$ cat src/rtl/riscv_mc_pkg.sv
// riscv_mc_pkg: shared states, opcodes and select encodings for the multicycle RV32I controller
package riscv_mc_pkg;
  typedef enum logic [3:0] {
    S_FETCH, S_DECODE, S_MEMADR, S_MEMREAD, S_MEMWB, S_MEMWRITE, S_EXECR, S_EXECI,
    S_ALUWB, S_BRANCH, S_JAL, S_JALR, S_LUI, S_AUIPC, S_TRAP
  } state_t;
  localparam logic [3:0] ALU_ADD = 4'd0, ALU_SUB = 4'd1, ALU_AND = 4'd2, ALU_OR = 4'd3,
    ALU_XOR = 4'd4, ALU_SLT = 4'd5, ALU_SLL = 4'd6, ALU_SRL = 4'd7, ALU_SRA = 4'd8,
    ALU_SLTU = 4'd9, ALU_PASSB = 4'd10;
  localparam logic [6:0] OP_LOAD = 7'b0000011, OP_STORE = 7'b0100011, OP_R = 7'b0110011,
    OP_I = 7'b0010011, OP_BRANCH = 7'b1100011, OP_JAL = 7'b1101111, OP_JALR = 7'b1100111,
    OP_LUI = 7'b0110111, OP_AUIPC = 7'b0010111;
  localparam logic [2:0] IMM_I = 3'b000, IMM_S = 3'b001, IMM_B = 3'b010, IMM_J = 3'b011,
    IMM_U = 3'b100;
  localparam logic [1:0] RES_ALUOUT = 2'b00, RES_DATA = 2'b01, RES_ALURESULT = 2'b10;
  localparam logic [1:0] SRCA_PC = 2'b00, SRCA_OLDPC = 2'b01, SRCA_A = 2'b10;
  localparam logic [1:0] SRCB_B = 2'b00, SRCB_IMM = 2'b01, SRCB_4 = 2'b10;
  localparam logic [1:0] ALUOP_ADD = 2'b00, ALUOP_SUB = 2'b01, ALUOP_FUNCT = 2'b10;
endpackage

$ cat src/rtl/riscv_mc_aludec.sv
// riscv_mc_aludec: ALU operation class plus funct fields -> ALUControl and bad-funct flag
module riscv_mc_aludec
  import riscv_mc_pkg::*;
(
  input  logic [1:0] aluop,
  input  logic [2:0] funct3,
  input  logic       funct7b5,
  input  logic       is_r,
  output logic [3:0] alu_control,
  output logic       bad_funct
);
  always_comb begin
    alu_control = ALU_ADD;
    bad_funct = 1'b0;
    if (aluop == ALUOP_SUB) begin
      alu_control = ALU_SUB;
      bad_funct = funct3[2:1] != 2'b00;
    end else if (aluop == ALUOP_FUNCT) begin
      case (funct3)
        3'b000:  alu_control = (is_r && funct7b5) ? ALU_SUB : ALU_ADD;
        3'b001:  alu_control = ALU_SLL;
        3'b010:  alu_control = ALU_SLT;
        3'b011:  alu_control = ALU_SLTU;
        3'b100:  alu_control = ALU_XOR;
        3'b101:  alu_control = funct7b5 ? ALU_SRA : ALU_SRL;
        3'b110:  alu_control = ALU_OR;
        default: alu_control = ALU_AND;
      endcase
    end
  end
endmodule

$ cat src/rtl/riscv_mc_controller.sv
// riscv_mc_controller: multicycle RV32I control FSM with memory stall, illegal trap and retire counter
module riscv_mc_controller
  import riscv_mc_pkg::*;
#(
  parameter int TRAP_ON_ILLEGAL = 1,
  parameter int CNT_W = 32
) (
  input  logic             clk,
  input  logic             reset,
  input  logic [6:0]       op,
  input  logic [2:0]       funct3,
  input  logic             funct7b5,
  input  logic             Zero,
  input  logic             MemReady,
  output logic             PCWrite,
  output logic             AdrSrc,
  output logic             MemWrite,
  output logic             IRWrite,
  output logic [1:0]       ResultSrc,
  output logic [1:0]       ALUSrcA,
  output logic [1:0]       ALUSrcB,
  output logic [2:0]       ImmSrc,
  output logic [3:0]       ALUControl,
  output logic             RegWrite,
  output logic             Illegal,
  output logic [CNT_W-1:0] InstrRet
);
  state_t state, next;
  logic pc_update, ir_w, mem_w, reg_w, taken, bad_funct;
  logic [1:0] aluop;
  logic [3:0] dec_ctrl;
  state_t bad_next;
  assign bad_next = (TRAP_ON_ILLEGAL != 0) ? S_TRAP : S_FETCH;
  assign aluop = (state == S_EXECR || state == S_EXECI) ? ALUOP_FUNCT :
                 (state == S_BRANCH) ? ALUOP_SUB : ALUOP_ADD;
  assign taken = (funct3 == 3'b000) ? Zero : (funct3 == 3'b001) ? ~Zero : 1'b0;
  riscv_mc_aludec u_aludec (
    .aluop(aluop), .funct3(funct3), .funct7b5(funct7b5), .is_r(state == S_EXECR),
    .alu_control(dec_ctrl), .bad_funct(bad_funct)
  );
  always_ff @(posedge clk) begin
    if (reset) begin
      state <= S_FETCH;
      InstrRet <= '0;
    end else begin
      state <= next;
      if (state != S_FETCH && next == S_FETCH) InstrRet <= InstrRet + CNT_W'(1);
    end
  end
  always_comb begin
    next = state;
    pc_update = 1'b0;
    ir_w = 1'b0;
    mem_w = 1'b0;
    reg_w = 1'b0;
    AdrSrc = 1'b0;
    ResultSrc = RES_ALUOUT;
    ALUSrcA = SRCA_PC;
    ALUSrcB = SRCB_B;
    ImmSrc = IMM_I;
    case (state)
      S_FETCH: begin
        ALUSrcB = SRCB_4;
        ResultSrc = RES_ALURESULT;
        ir_w = MemReady;
        pc_update = MemReady;
        next = MemReady ? S_DECODE : S_FETCH;
      end
      S_DECODE: begin
        // branch/jump target is precomputed here into ALUOut
        ALUSrcA = SRCA_OLDPC;
        ALUSrcB = SRCB_IMM;
        ImmSrc = (op == OP_JAL) ? IMM_J : IMM_B;
        case (op)
          OP_LOAD, OP_STORE: next = S_MEMADR;
          OP_R:      next = S_EXECR;
          OP_I:      next = S_EXECI;
          OP_BRANCH: next = S_BRANCH;
          OP_JAL:    next = S_JAL;
          OP_JALR:   next = S_JALR;
          OP_LUI:    next = S_LUI;
          OP_AUIPC:  next = S_AUIPC;
          default:   next = bad_next;
        endcase
      end
      S_MEMADR: begin
        ALUSrcA = SRCA_A;
        ALUSrcB = SRCB_IMM;
        ImmSrc = (op == OP_STORE) ? IMM_S : IMM_I;
        next = (op == OP_STORE) ? S_MEMWRITE : S_MEMREAD;
      end
      S_MEMREAD: begin
        AdrSrc = 1'b1;
        next = MemReady ? S_MEMWB : S_MEMREAD;
      end
      S_MEMWB: begin
        ResultSrc = RES_DATA;
        reg_w = 1'b1;
        next = S_FETCH;
      end
      S_MEMWRITE: begin
        AdrSrc = 1'b1;
        mem_w = 1'b1;
        next = MemReady ? S_FETCH : S_MEMWRITE;
      end
      S_EXECR: begin
        ALUSrcA = SRCA_A;
        next = S_ALUWB;
      end
      S_EXECI: begin
        ALUSrcA = SRCA_A;
        ALUSrcB = SRCB_IMM;
        next = S_ALUWB;
      end
      S_ALUWB: begin
        reg_w = 1'b1;
        next = S_FETCH;
      end
      S_BRANCH: begin
        ALUSrcA = SRCA_A;
        next = bad_funct ? bad_next : S_FETCH;
      end
      S_JAL: begin
        ALUSrcA = SRCA_OLDPC;
        ALUSrcB = SRCB_4;
        pc_update = 1'b1;
        next = S_ALUWB;
      end
      S_JALR: begin
        ALUSrcA = SRCA_A;
        ALUSrcB = SRCB_IMM;
        ResultSrc = RES_ALURESULT;
        pc_update = 1'b1;
        next = S_ALUWB;
      end
      S_LUI: begin
        ALUSrcB = SRCB_IMM;
        ImmSrc = IMM_U;
        next = S_ALUWB;
      end
      S_AUIPC: begin
        ALUSrcA = SRCA_OLDPC;
        ALUSrcB = SRCB_IMM;
        ImmSrc = IMM_U;
        next = S_ALUWB;
      end
      default: next = S_TRAP;
    endcase
  end
  assign ALUControl = (state == S_LUI) ? ALU_PASSB : dec_ctrl;
  assign PCWrite = ~reset & (pc_update | (state == S_BRANCH & taken & ~bad_funct));
  assign IRWrite = ~reset & ir_w;
  assign MemWrite = ~reset & mem_w;
  assign RegWrite = ~reset & reg_w;
  assign Illegal = ~reset & (state == S_TRAP);
endmodule

$ cat config.mk
export PLATFORM = sky130hd
export DESIGN_NAME = riscv_mc_controller
export DESIGN_NICKNAME = d
export VERILOG_FILES = /design/src/rtl/riscv_mc_pkg.sv /design/src/rtl/riscv_mc_aludec.sv /design/src/rtl/riscv_mc_controller.sv
export SDC_FILE = /design/constraint.sdc
export NUM_CORES = 1
export LEC_CHECK = 0
export BUFFER_PORTS_ARGS = -buffer_cell sky130_fd_sc_hd__buf_4
export CORE_MARGIN = 3
export CORE_UTILIZATION = 45
export CTS_CLUSTER_SIZE = 30
export DETAILED_ROUTE_END_ITERATION = 10
export MAX_ROUTING_LAYER = met4
export PLACE_DENSITY = 0.71
export SETUP_SLACK_MARGIN = 0.02
export SLEW_MARGIN = 20
export SYNTH_ARGS = -nofsm -noshare
export SYNTH_HDL_FRONTEND = slang
export SYNTH_HIERARCHICAL = 1
export SYNTH_SLANG_ARGS = --single-unit
$ cat constraint.sdc
create_clock -name clk -period 4.6 [get_ports clk]
set_clock_uncertainty 0.1 [all_clocks]
set_input_delay 0.46 -clock clk [delete_from_list [all_inputs] [get_ports clk]]
set_output_delay 0.46 -clock clk [all_outputs]
set_load 0.05 [all_outputs]
# --- Yosys cells after proc, flatten, opt, wreduce, memory -nomap -nowiden ---
# Index checks and enable logic that the tools add are counted.
# W data, S select, Z words.
word_totals:
  word_cells: 93
  out_inout_bits: 51
  inputBits: 15
  register_bits: 36
classes:
  eq_ne: 31
  n_addsub: 1
  n_reduce_logical: 19
  n_bitwise: 11
  n_mux: 29
op_table:
  columns: ["operator", "count"]
  rows:
  - ["$pmux W4 S8", 2]
  - ["$add A32 B1 Y32 const B", 1]
  - ["$eq A4 B4 Y1 const B", 7]
  - ["$pmux W4 S7", 1]
  - ["$eq A7 B6 Y1 const B", 3]
  - ["$eq A7 B7 Y1 const B", 3]
  - ["$mux W4", 5]
  - ["$eq A4 B3 Y1 const B", 4]
  - ["$eq A7 B5 Y1 const B", 2]
  - ["$reduce_or A2 Y1", 7]
  - ["$mux W1", 12]
  - ["$pmux W2 S2", 3]
  - ["$reduce_or A6 Y1", 2]
  - ["$eq A3 B3 Y1 const B", 3]
  - ["$mux W3", 3]
  - ["$pmux W3 S3", 1]
  - ["$eq A4 B2 Y1 const B", 2]
  - ["$logic_not A4 Y1", 2]
  - ["$and A1 B1 Y1", 7]
  - ["$eq A7 B2 Y1 const B", 1]
  - ["$eq A3 B2 Y1 const B", 2]
  - ["$reduce_or A5 Y1", 1]
  - ["$eq A4 B1 Y1 const B", 1]
  - ["$reduce_bool A4 Y1", 1]
  - ["other kinds (12)", 15]

# --- Logic depth before layout (Yosys ltp) ---
# Gate-level depths: netlist of the first run.
depth:
  word_depth: 9
  ltp_mapped: 12

# --- Cells and area by module ---
# The synthesis of the first run kept the hierarchy.
modules_own_cells:
  columns: ["mod", "cells_each", "area_each_um2", "n_inst", "seq_area_each_um2"]
  rows:
  - ["riscv_mc_controller", 287, 2160.8, 1, 720.7]
  - ["riscv_mc_aludec", 20, 146.4, 1, 0.0]

# --- Least setup slack after synthesis of the first run ---
# Ideal clock, no wire load.
synth_path:
  kind: "flip-flop to output port"
  startpoint: "register state[1]"
  endpoint: "output IRWrite"
  stages_incl_launch_ff: 4
  slack_ps: 1720
  arrival_ps: 2320
  required_time_ps: 4040
  cell_sequence: "dfxtp_1 -> clkbuf_1 -> buf_1 -> nor4_1"
synth_via:
  elab_chain_cells: 3
synth_lines:
  columns: ["item", "line", "rtl"]
  rows:
  - ["start, declared", "riscv_mc_controller.sv:28", "state_t state, next;"]
  - ["start signal, assigned", "riscv_mc_controller.sv:46", "state <= next;"]
  - ["$logic_not A4 Y1", "riscv_mc_controller.sv:61", "case (state)"]
  - ["$mux W1", "riscv_mc_controller.sv:61", null]
  - ["$and A1 B1 Y1", "riscv_mc_controller.sv:152", "assign IRWrite = ~reset & ir_w;"]
  - ["end, declared", "riscv_mc_controller.sv:18", "output logic IRWrite,"]
# Every way passes these cells.

# --- Worst setup path after layout of the first run ---
layout_path:
  startpoint: "register state[1]"
  endpoint: "register InstrRet[22]"
layout_via:
  elab_chain_cells: 9
  word_cells_on_any_way: 26
  classes_between: "eq/ne: 14; mux: 5; reduce/logical: 7"
layout_lines:
  columns: ["item", "line", "rtl"]
  rows:
  - ["$eq A4 B3 Y1", "riscv_mc_controller.sv:34", "assign aluop = (state == S_EXECR || state == S_EXECI) ? ALUOP_FUNCT :"]
  - ["$logic_or A1 B1 Y1 *", "riscv_mc_controller.sv:34", null]
  - ["$mux W2 *", "riscv_mc_controller.sv:34", null]
  - ["net aluop[1]", "riscv_mc_controller.sv:30", "logic [1:0] aluop;"]
  - ["$eq A2 B1 Y1 *", "riscv_mc_aludec.sv:15", "if (aluop == ALUOP_SUB) begin"]
  - ["$mux W1 *", "riscv_mc_aludec.sv:15", null]
  - ["net bad_funct", "riscv_mc_controller.sv:29", "logic pc_update, ir_w, mem_w, reg_w, taken, bad_funct;"]
  - ["$mux W4 *", "riscv_mc_controller.sv:121", "next = bad_funct ? bad_next : S_FETCH;"]
  - ["$pmux W4 S8 *", "riscv_mc_controller.sv:61", null]
  - ["$logic_not A4 Y1 *", "riscv_mc_controller.sv:47", "if (state != S_FETCH && next == S_FETCH) InstrRet <= InstrRet + CNT_W'(1);"]
  - ["$logic_and A1 B1 Y1 *", "riscv_mc_controller.sv:47", null]
  - ["end signal, assigned", "riscv_mc_controller.sv:47", null]
  - ["end, declared", "riscv_mc_controller.sv:26", "output logic [CNT_W-1:0] InstrRet"]
# The timed path passes the listed nets; every way through them passes the cells marked *.
# A chain may end at the register's enable or synchronous reset.

==> results of run 1 <==
tightest hold or removal path, stage by stage, from the launching register on:
cell and delay [ns]:
dfxtp_1 0.33, o21ai_0 0.07, a21oi_1 0.06
area by class of cell:
class	count	area, µm²
clock buffer	7	96.3
clock inverter	1	30.0
inverter	8	30.0
tap	67	83.8
sequential	36	721
timing repair buffer	65	488
fill	447	1920
multi-input combinational	246	1480
logic make-up (layout without fill, tap and decap cells):
group	count (synthesis)	after routing	synth area share
AOI/OAI and AO/OA	67	67	0.176
xor gates and xnor gates	17	17	0.0678
adders and majority gates	1	1	0.00542
buffers and inverters	25	81	0.0483
DFF	36	36	0.312
muxes	3	3	0.0136
and+or+nand+nor	158	158	0.377
metrics by stage:
step / power (mW) / utilization / setup WS [ns]
after CTS: 0.925 / 0.603 / 1.16
final: 0.917 / 0.603 / 1.13
after global placement: 0.621 / 0.577 / 1.34
after global routing: 0.964 / 0.603 / 0.848
after detailed placement: 0.622 / 0.577 / 1.16
after floorplan: 0.549 / - / 1.72
worst min-delay path by stage:
stage               cells past startpoint            to
floorplan                               3      state[0]
global placement                        2  InstrRet[31]
detailed placement                      2  InstrRet[29]
CTS                                     2  InstrRet[29]
finish                                  2  InstrRet[29]
global route                            2  InstrRet[23]
power breakdown:
part           switching [mW]  internal (mW)
clock                   0.111          0.191
combinational           0.174         0.0881
sequential             0.0331          0.320
total                   0.318          0.599
registers in the layout, indices dropped and copies added, names as in the netlist:
| name | flops |
|---|---|
| InstrRet | 32 |
| state | 4 |
cell usage in the layout (no fill, tap or decap), drive strengths merged, types with 2 or more instances in the layout:
master  instances
buf            65
dfxtp          36
nor2           33
nand2          27
o21ai          26
a21oi          25
or3            18
nor3           14
nand4          14
nand3          13
xor2           13
nand2b          8
inv             8
clkbuf          7
and3            6
nand3b          5
nor2b           5
xnor2           4
nor4            3
o31ai           3
or2             2
a31oi           2
and4            2
mux2i           2
and4bb          2
and2            2
nor3b           2
per-layer routing:
layer | share of wire | track usage
met1 | 0.47 | 0.250
met2 | 0.47 | 0.330
met3 | 0.050 | 0.0452
met4 | 0.0081 | 0.0463
met5 | 0 | -
==> flow_metrics.tcl, run 1 <==
set metrics [dict create \
    run_status "finished clean" \
    core_area_mm2 0.00485 \
    slowest_stage "dfxtp_1" \
    crit_chain "inv_1 > nor2_1 > nand2b_1 > nor2_1 > and2_4 > o21ai_4 > nand4_1 > or3_1 > a21oi_1" \
    ir_drop_uv 206 \
    synth_top_area_cell "dfxtp_1" \
    grt-ovfl-total 0 \
    critical_path.max_fanout 22 \
    rr_endpoint "InstrRet[22]" \
    period_minus_slack_ns 3.47 \
    cts_tree "done" \
    powerDensity_mw_per_mm2 314 \
    fin_area_mm2 0.00292 \
    hold_viol_final 0 \
    final-setup-viol-count 0 \
    fmaxAchievable_mhz 288 \
    drive_gt1_frac 0.234 \
    grt_pass1_vias 2203 \
    avgSynthCellArea_um2 7.52 \
    ys_seq_area_frac 0.312 \
    hpwl_um 4200 \
    cts_buffer_depth 2 \
    htreeDepth 2 \
    cp-startpoint "state[1]" \
    max_stage_delay_ns 0.83 \
    yosys.area.top_type_share 0.312 \
    wl_per_cell_um 13.2 \
    holdBufCountCts 0 \
    synthTopCellsByCount "dfxtp_1, nor2_1, nand2_1" \
    vias_per_cell 5.54 \
    path_delay_family "simple AND/OR/NAND/NOR gates" \
    firstDrtPassIters 4 \
    synth-seq-cells 36 \
    vias 2382 \
    slew_headroom 0.474 \
    setup_tns_ns 0 \
    synth_ff_type "dfxtp_1" \
    fin_hold_ws_ns 0.402 \
    end_kind "register" \
    yosys-top-cells-area "dfxtp_1, a21oi_1, nor2_1" \
    place.port_buffers 65 \
    rsz0062_at_grt "no" \
    syn-cell-area_mm2 0.00231 \
    start_util 0.476 \
    drt_iter0_drc 115 \
    grt_usage 0.200 \
    cts_sinks 36 \
    post-route-period-util 0.755 \
    cpMostUsedCell "nor2_1" \
    r2r_setup_slack_ns 1.13 \
    crit_required_ns 4.72 \
    p_leak_nw 1.11 \
    ios 66 \
    root_buffer "clkbuf_8" \
    max_cap_viol_count 0 \
    cts_buffers 5 \
    netlist_instances 307 \
    final_nets 378 \
    crit_cells 9 \
    yosys_warnings 6 \
    regToRegStartpoint "state[1]" \
    min_from "InstrRet[29]" \
    placed_area_mm2 0.00280 \
    tightest_slew_ns 0.788 \
    grt_max_degree 42 \
    dieArea_mm2 0.00602 \
    fin_cells 430 \
    start_kind "register" \
    antenna_found_initial 0 \
    yosysUniqueCellTypes 51 \
    die-width_um 77.6 \
    critPathCapture "InstrRet[22]" \
    cts_resized 0 \
    diodes 0 \
    cp.arrival_ns 3.59 \
    synth_edf_count 0 \
    synth_nets 323 \
    routed_wl_um 5700 \
    asyncSetResetFlopFracSynth 0 \
    ant_nets 0 \
    worst-path-buf-inv 1 \
    rows 25 \
    worstHoldPathType "reg -> reg" \
    worstSetupPathType "reg -> reg" \
    place_congestion 0.835 \
    die_y_um 77.6 \
    area_delta_synth_final_pct 26.7 \
    drcViolationCount 0 \
    insertion_delay_ns 0.28 \
    grt_pass1_wl_um 9890 \
    cts.clk_slew.worst_paths_ns 0.07 \
    r2r_cells 9 \
    drv_slew 0 \
    post_cts_buffers 0 \
    synth.most_common_cell "dfxtp_1" \
    dpl.cell_count 422 \
]
No activity file was read; power rests on OpenSTA's default activity.
==> inputs of run 2 (changes only) <==
--- a/config.mk
+++ b/config.mk
@@ -5,13 +5,14 @@
 export SDC_FILE = /design/constraint.sdc
 export NUM_CORES = 1
 export LEC_CHECK = 0
+export ABC_AREA = 1
 export BUFFER_PORTS_ARGS = -buffer_cell sky130_fd_sc_hd__buf_4
 export CORE_MARGIN = 3
 export CORE_UTILIZATION = 45
 export CTS_CLUSTER_SIZE = 30
 export DETAILED_ROUTE_END_ITERATION = 10
 export MAX_ROUTING_LAYER = met4
-export PLACE_DENSITY = 0.71
+export PLACE_DENSITY = 0.7
 export SETUP_SLACK_MARGIN = 0.02
 export SLEW_MARGIN = 20
 export SYNTH_ARGS = -nofsm -noshare
==> constraint.sdc (replaced) <==
create_clock -name clk -period 2.87 [get_ports clk]
set_clock_uncertainty 0.1 [all_clocks]
set_input_delay 0.287 -clock clk [delete_from_list [all_inputs] [get_ports clk]]
set_output_delay 0.287 -clock clk [all_outputs]
set_load 0.05 [all_outputs]
==> flow_metrics.tcl, run 2 <==
set metrics [dict create \
    run_status "finished clean" \
    regToRegStartpoint "state[3]" \
    switching_share 0.459 \
    asyncSetResetFlopFracSynth 0 \
    ios 66 \
    cp-startpoint "state[3]" \
    netlist_instances 491 \
    finalWorstSetupSlack_ns 0.341 \
    setup_tns_ns 0 \
    cpMostUsedCell "nor2_1" \
    drv_slew 0 \
    cts_buffers 5 \
    min_from "reset" \
    yosys-top-cells-area "dfxtp_1, nand2_1, nand3_2" \
    htreeDepth 2 \
    ys_seq_area_frac 0.232 \
    avgSynthCellArea_um2 6.33 \
    post_cts_buffers 0 \
    cts_tree "done" \
    cts.clk_slew.worst_paths_ns 0.07 \
    yosys.area.top_type_share 0.232 \
    fmaxAchievable_mhz 395 \
    synthTopCellsByCount "nand2_1, nor2_1, inv_1" \
    tightest_slew_ns 0.556 \
    drt_iter0_drc 165 \
    crit_chain "inv_2 > nor2_1 > inv_1 > nor2_1 > nand2_1 > a21oi_1 > nor3_1 > nand3_1 > a31oi_1 > buf_4" \
    rows 29 \
    hpwl_um 6650 \
    synth_top_area_cell "dfxtp_1" \
    vias 3345 \
    cts_resized 0 \
    rsz0062_at_grt "no" \
    layout_commonest_cell "nand2_1" \
    place.port_buffers 65 \
    reg.largest.list "InstrRet: 32 flops, state: 4 flops" \
    drive_gt1_frac 0.245 \
    die-width_um 89.1 \
    grt_pass1_vias 3232 \
    dpl.cell_count 620 \
    post-route-period-util 0.881 \
    final_nets 566 \
    slew_headroom 0.626 \
    ir_drop_uv 349 \
    p_leak_nw 1.51 \
    grt_pass1_wl_um 14900 \
    sequentialPowerShare 0.312 \
    end_kind "primary output" \
    powerDensity_mw_per_mm2 469 \
    crit_required_ns 2.48 \
    yosys_warnings 6 \
    max_stage_delay_ns 0.39 \
    vias_per_cell 5.33 \
    synth_ff_type "dfxtp_1" \
    critical_path.max_fanout 5 \
    die_y_um 89.1 \
    slowest_stage "dfxtp_1" \
    start_kind "register" \
    p_sw_mw 0.800 \
    syn-cell-area_mm2 0.00311 \
    cts_buffer_depth 2 \
    ant_nets 0 \
    cp.arrival_ns 2.14 \
    diodes 0 \
    wl_per_cell_um 14.0 \
    holdBufCountCts 0 \
    firstDrtPassIters 4 \
    area_delta_synth_final_pct 19.6 \
    max_cap_viol_count 0 \
    cts_sinks 36 \
    synth-seq-cells 36 \
    p_int_mw 0.944 \
    synth.most_common_cell "nand2_1" \
    dieArea_mm2 0.00794 \
    synth_nets 507 \
    power.share.clock 0.225 \
    total_power_mw 1.74 \
    start_util 0.476 \
    synth_edf_count 0 \
    grt_max_degree 40 \
    grt-ovfl-total 0 \
    insertion_delay_ns 0.28 \
    hold_viol_final 0 \
    combinationalPowerShare 0.464 \
    root_buffer "clkbuf_8" \
    place_congestion 0.918 \
    final_util 0.569 \
    fin_cells 627 \
    period_minus_slack_ns 2.53 \
    core_area_mm2 0.00653 \
    most-common-layout-cells "nand2_1, nor2_1, buf_4, inv_1" \
    worstHoldPathType "in -> reg" \
    antenna_found_initial 0 \
    final-setup-viol-count 0 \
    yosysUniqueCellTypes 37 \
    grt_usage 0.239 \
    drcViolationCount 0 \
    largest_reg_flops 32 \
    worstSetupPathType "reg -> out" \
    regMostFlops "InstrRet" \
    fill_cells 686 \
    routed_wl_um 8800 \
    preCtsSetupSlack_ns 0.221 \
]
run 2: cell types whose count changed in the layout (fill, tap and decap cells not counted), moves of 10 or more:
cell	before	now
a21oi_1	25	36
inv_1	8	46
nand2_1	27	113
nand3_2	0	34
nand4_1	13	3
nor2_1	33	76
or3_1	18	0
run 2: power by group through the flow:
stage               clock [mW]  combinational (mW)  sequential [mW]
detailed placement           0               0.803            0.553
floorplan                    0               0.608            0.577
finish                   0.392               0.809            0.543
CTS                      0.401               0.805            0.543
global route             0.419               0.879            0.546
global placement             0               0.797            0.554
run 2: final timing paths:
check / end / slack, ns / depth (start not counted)
worst min-delay path: state[0] / 0.32 / 2
worst min register to register: InstrRet[24] / 0.40 / 2
worst max register to register: InstrRet[10] / 0.35 / 13
worst max-delay path: PCWrite / 0.34 / 10
run 2: cell type report:
cell class | count | area [µm²] | area share
multi-input cells | 386 | 2070 | 0.556
flip-flops and latches | 36 | 721 | 0.194
repair buffers | 70 | 542 | 0.146
inverters | 51 | 194 | 0.0522
clock buffers | 7 | 96.3 | 0.0259
well taps | 77 | 96.3 | 0.0259
run 2: per-stage QoR:
stage	area, µm²	hold slack, ns
finish	3720	0.322
detailed placement	3610	0.392
CTS	3710	0.324
floorplan	3110	0.491
global route	3720	0.356
global placement	3610	0.383
run 2: kinds of logic (layout without fill, tap and decap cells):
logic type / count (synthesis) / in the layout / share of synthesized area
and+or+nand+nor: 281 / 281 / 0.454
xor gates and xnor gates: 24 / 24 / 0.0677
DFF: 36 / 36 / 0.232
buffers and inverters: 69 / 128 / 0.104
AOI/OAI and AO/OA: 80 / 80 / 0.139
adders and majority gates: 1 / 1 / 0.00403
run 2: layer usage:
layer,GRT usage,wire length [µm]
met1,0.296,3920
met2,0.401,4310
met3,0.0424,444
met4,0.0650,116
met5,-,0
run 2: critical path: cells and delay by family (launching register included):
| kind | cells | cell delay, ns |
|---|---|---|
| DFF | 1 | 0.39 |
| buffers and inverters | 3 | 0.41 |
| and+or+nand+nor | 5 | 0.71 |
| AOI/OAI and AO/OA | 2 | 0.34 |
==> inputs of run 3 (changes only) <==
--- a/config.mk
+++ b/config.mk
@@ -7,6 +7,7 @@
 export LEC_CHECK = 0
 export ABC_AREA = 1
 export BUFFER_PORTS_ARGS = -buffer_cell sky130_fd_sc_hd__buf_4
+export CORE_ASPECT_RATIO = 0.9
 export CORE_MARGIN = 3
 export CORE_UTILIZATION = 45
 export CTS_CLUSTER_SIZE = 30
==> flow_metrics.tcl, run 3 (synthesis gave the netlist of run 2 again) <==
set metrics [dict create \
    run_status "finished clean" \
    most-common-layout-cells "nand2_1, nor2_1, buf_4, inv_1" \
    place_congestion 0.923 \
    htreeDepth 2 \
    die_y_um 84.8 \
    max_cap_viol_count 0 \
    ios 66 \
    p_leak_nw 1.50 \
    hpwl_um 6790 \
    crit_required_ns 2.99 \
    final-setup-viol-count 0 \
    cts_resized 0 \
    cts_buffer_depth 2 \
    rsz0062_at_grt "no" \
    largest_reg_flops 32 \
    switching_share 0.476 \
    insertion_delay_ns 0.29 \
    final_util 0.561 \
    grt-ovfl-total 0 \
    grt_max_degree 40 \
    holdBufCountCts 0 \
    combinationalPowerShare 0.461 \
    cp.arrival_ns 2.72 \
    ant_nets 0 \
    die-width_um 93.6 \
    fill_cells 672 \
    sequentialPowerShare 0.317 \
    dieArea_mm2 0.00794 \
    antenna_found_initial 0 \
    regToRegStartpoint "state[2]" \
    cts.clk_slew.worst_paths_ns 0.08 \
    drv_slew 0 \
    reg.largest.list "InstrRet: 32 flops, state: 4 flops" \
    setup_tns_ns 0 \
    layout_commonest_cell "nand2_1" \
    ir_drop_uv 387 \
    start_kind "register" \
    power.share.clock 0.222 \
    drcViolationCount 0 \
    root_buffer "clkbuf_8" \
    post-route-period-util 0.907 \
    post_cts_buffers 0 \
    place.port_buffers 65 \
    vias_per_cell 5.37 \
    final_nets 565 \
    grt_usage 0.234 \
    p_int_mw 0.910 \
    min_from "reset" \
    critical_path.max_fanout 30 \
    total_power_mw 1.74 \
    start_util 0.469 \
    routed_wl_um 8930 \
    diodes 0 \
    worstSetupPathType "reg -> reg" \
    slew_headroom 0.584 \
    fmaxAchievable_mhz 384 \
    grt_pass1_vias 3204 \
    cts_tree "done" \
    grt_pass1_wl_um 14800 \
    area_delta_synth_final_pct 19.6 \
    cts_sinks 36 \
    drt_iter0_drc 218 \
    tightest_slew_ns 0.624 \
    firstDrtPassIters 5 \
    period_minus_slack_ns 2.60 \
    rows 28 \
    p_sw_mw 0.826 \
    drive_gt1_frac 0.245 \
    end_kind "register" \
    powerDensity_mw_per_mm2 467 \
    vias 3435 \
    cp-startpoint "state[2]" \
    fin_cells 640 \
    hold_viol_final 0 \
    core_area_mm2 0.00662 \
    dpl.cell_count 632 \
    wl_per_cell_um 13.9 \
    regMostFlops "InstrRet" \
    cts_buffers 5 \
    worstHoldPathType "in -> reg" \
]
run 3: cell type report:
| type | instances | area [µm²] | share of cell area |
|---|---|---|---|
| Clock inverter | 2 | 10.0 | 0.00269 |
| Multi-Input combinational cell | 386 | 2070 | 0.558 |
| Tap cell | 90 | 113 | 0.0303 |
| Clock buffer | 6 | 82.6 | 0.0222 |
| Timing Repair Buffer | 69 | 522 | 0.140 |
| Inverter | 51 | 194 | 0.0522 |
| Sequential cell | 36 | 721 | 0.194 |
run 3: critical path, stage by stage (launching register included):
cell	delay (ns)
dfxtp_1	0.51
nand2_1	0.18
nor2_1	0.17
inv_1	0.08
nand2_1	0.09
a21oi_1	0.07
nand3_2	0.12
nand3_2	0.09
nor2_4	0.20
nand3_4	0.12
nor2_8	0.50
nand3_2	0.10
a21oi_1	0.19
run 3: worst paths after layout:
| kind | cells after the start | end | slack [ns] |
|---|---|---|---|
| worst max-delay path | 12 | InstrRet[16] | 0.27 |
| worst min-delay path | 2 | state[0] | 0.30 |
| worst min register to register | 2 | InstrRet[24] | 0.40 |
| worst max register to register | 12 | InstrRet[16] | 0.27 |
run 3: per-stage QoR:
| step | setup WS, ns | instance area [µm²] | hold WS, ns |
|---|---|---|---|
| after floorplan | 0.411 | 3110 | 0.491 |
| after global placement | 0.363 | 3610 | 0.380 |
| after detailed placement | 0.261 | 3610 | 0.398 |
| after CTS | 0.236 | 3700 | 0.307 |
| after global routing | 0.0364 | 3720 | 0.343 |
| final | 0.266 | 3720 | 0.302 |
run 3: metal layers:
layer	part of all wire	up-vias	track usage
li1	-	1708	-
met1	0.47	1583	0.313
met2	0.45	126	0.364
met3	0.066	18	0.0408
met4	0.015	0	0.0682
met5	0	-	-
run 3: power groups by stage:
stage	logic, mW	clock network (mW)	registers, mW
after floorplan	0.608	0	0.577
after global placement	0.769	0	0.560
after detailed placement	0.780	0	0.560
after CTS	0.781	0.392	0.548
after global routing	0.854	0.417	0.553
final	0.800	0.385	0.550
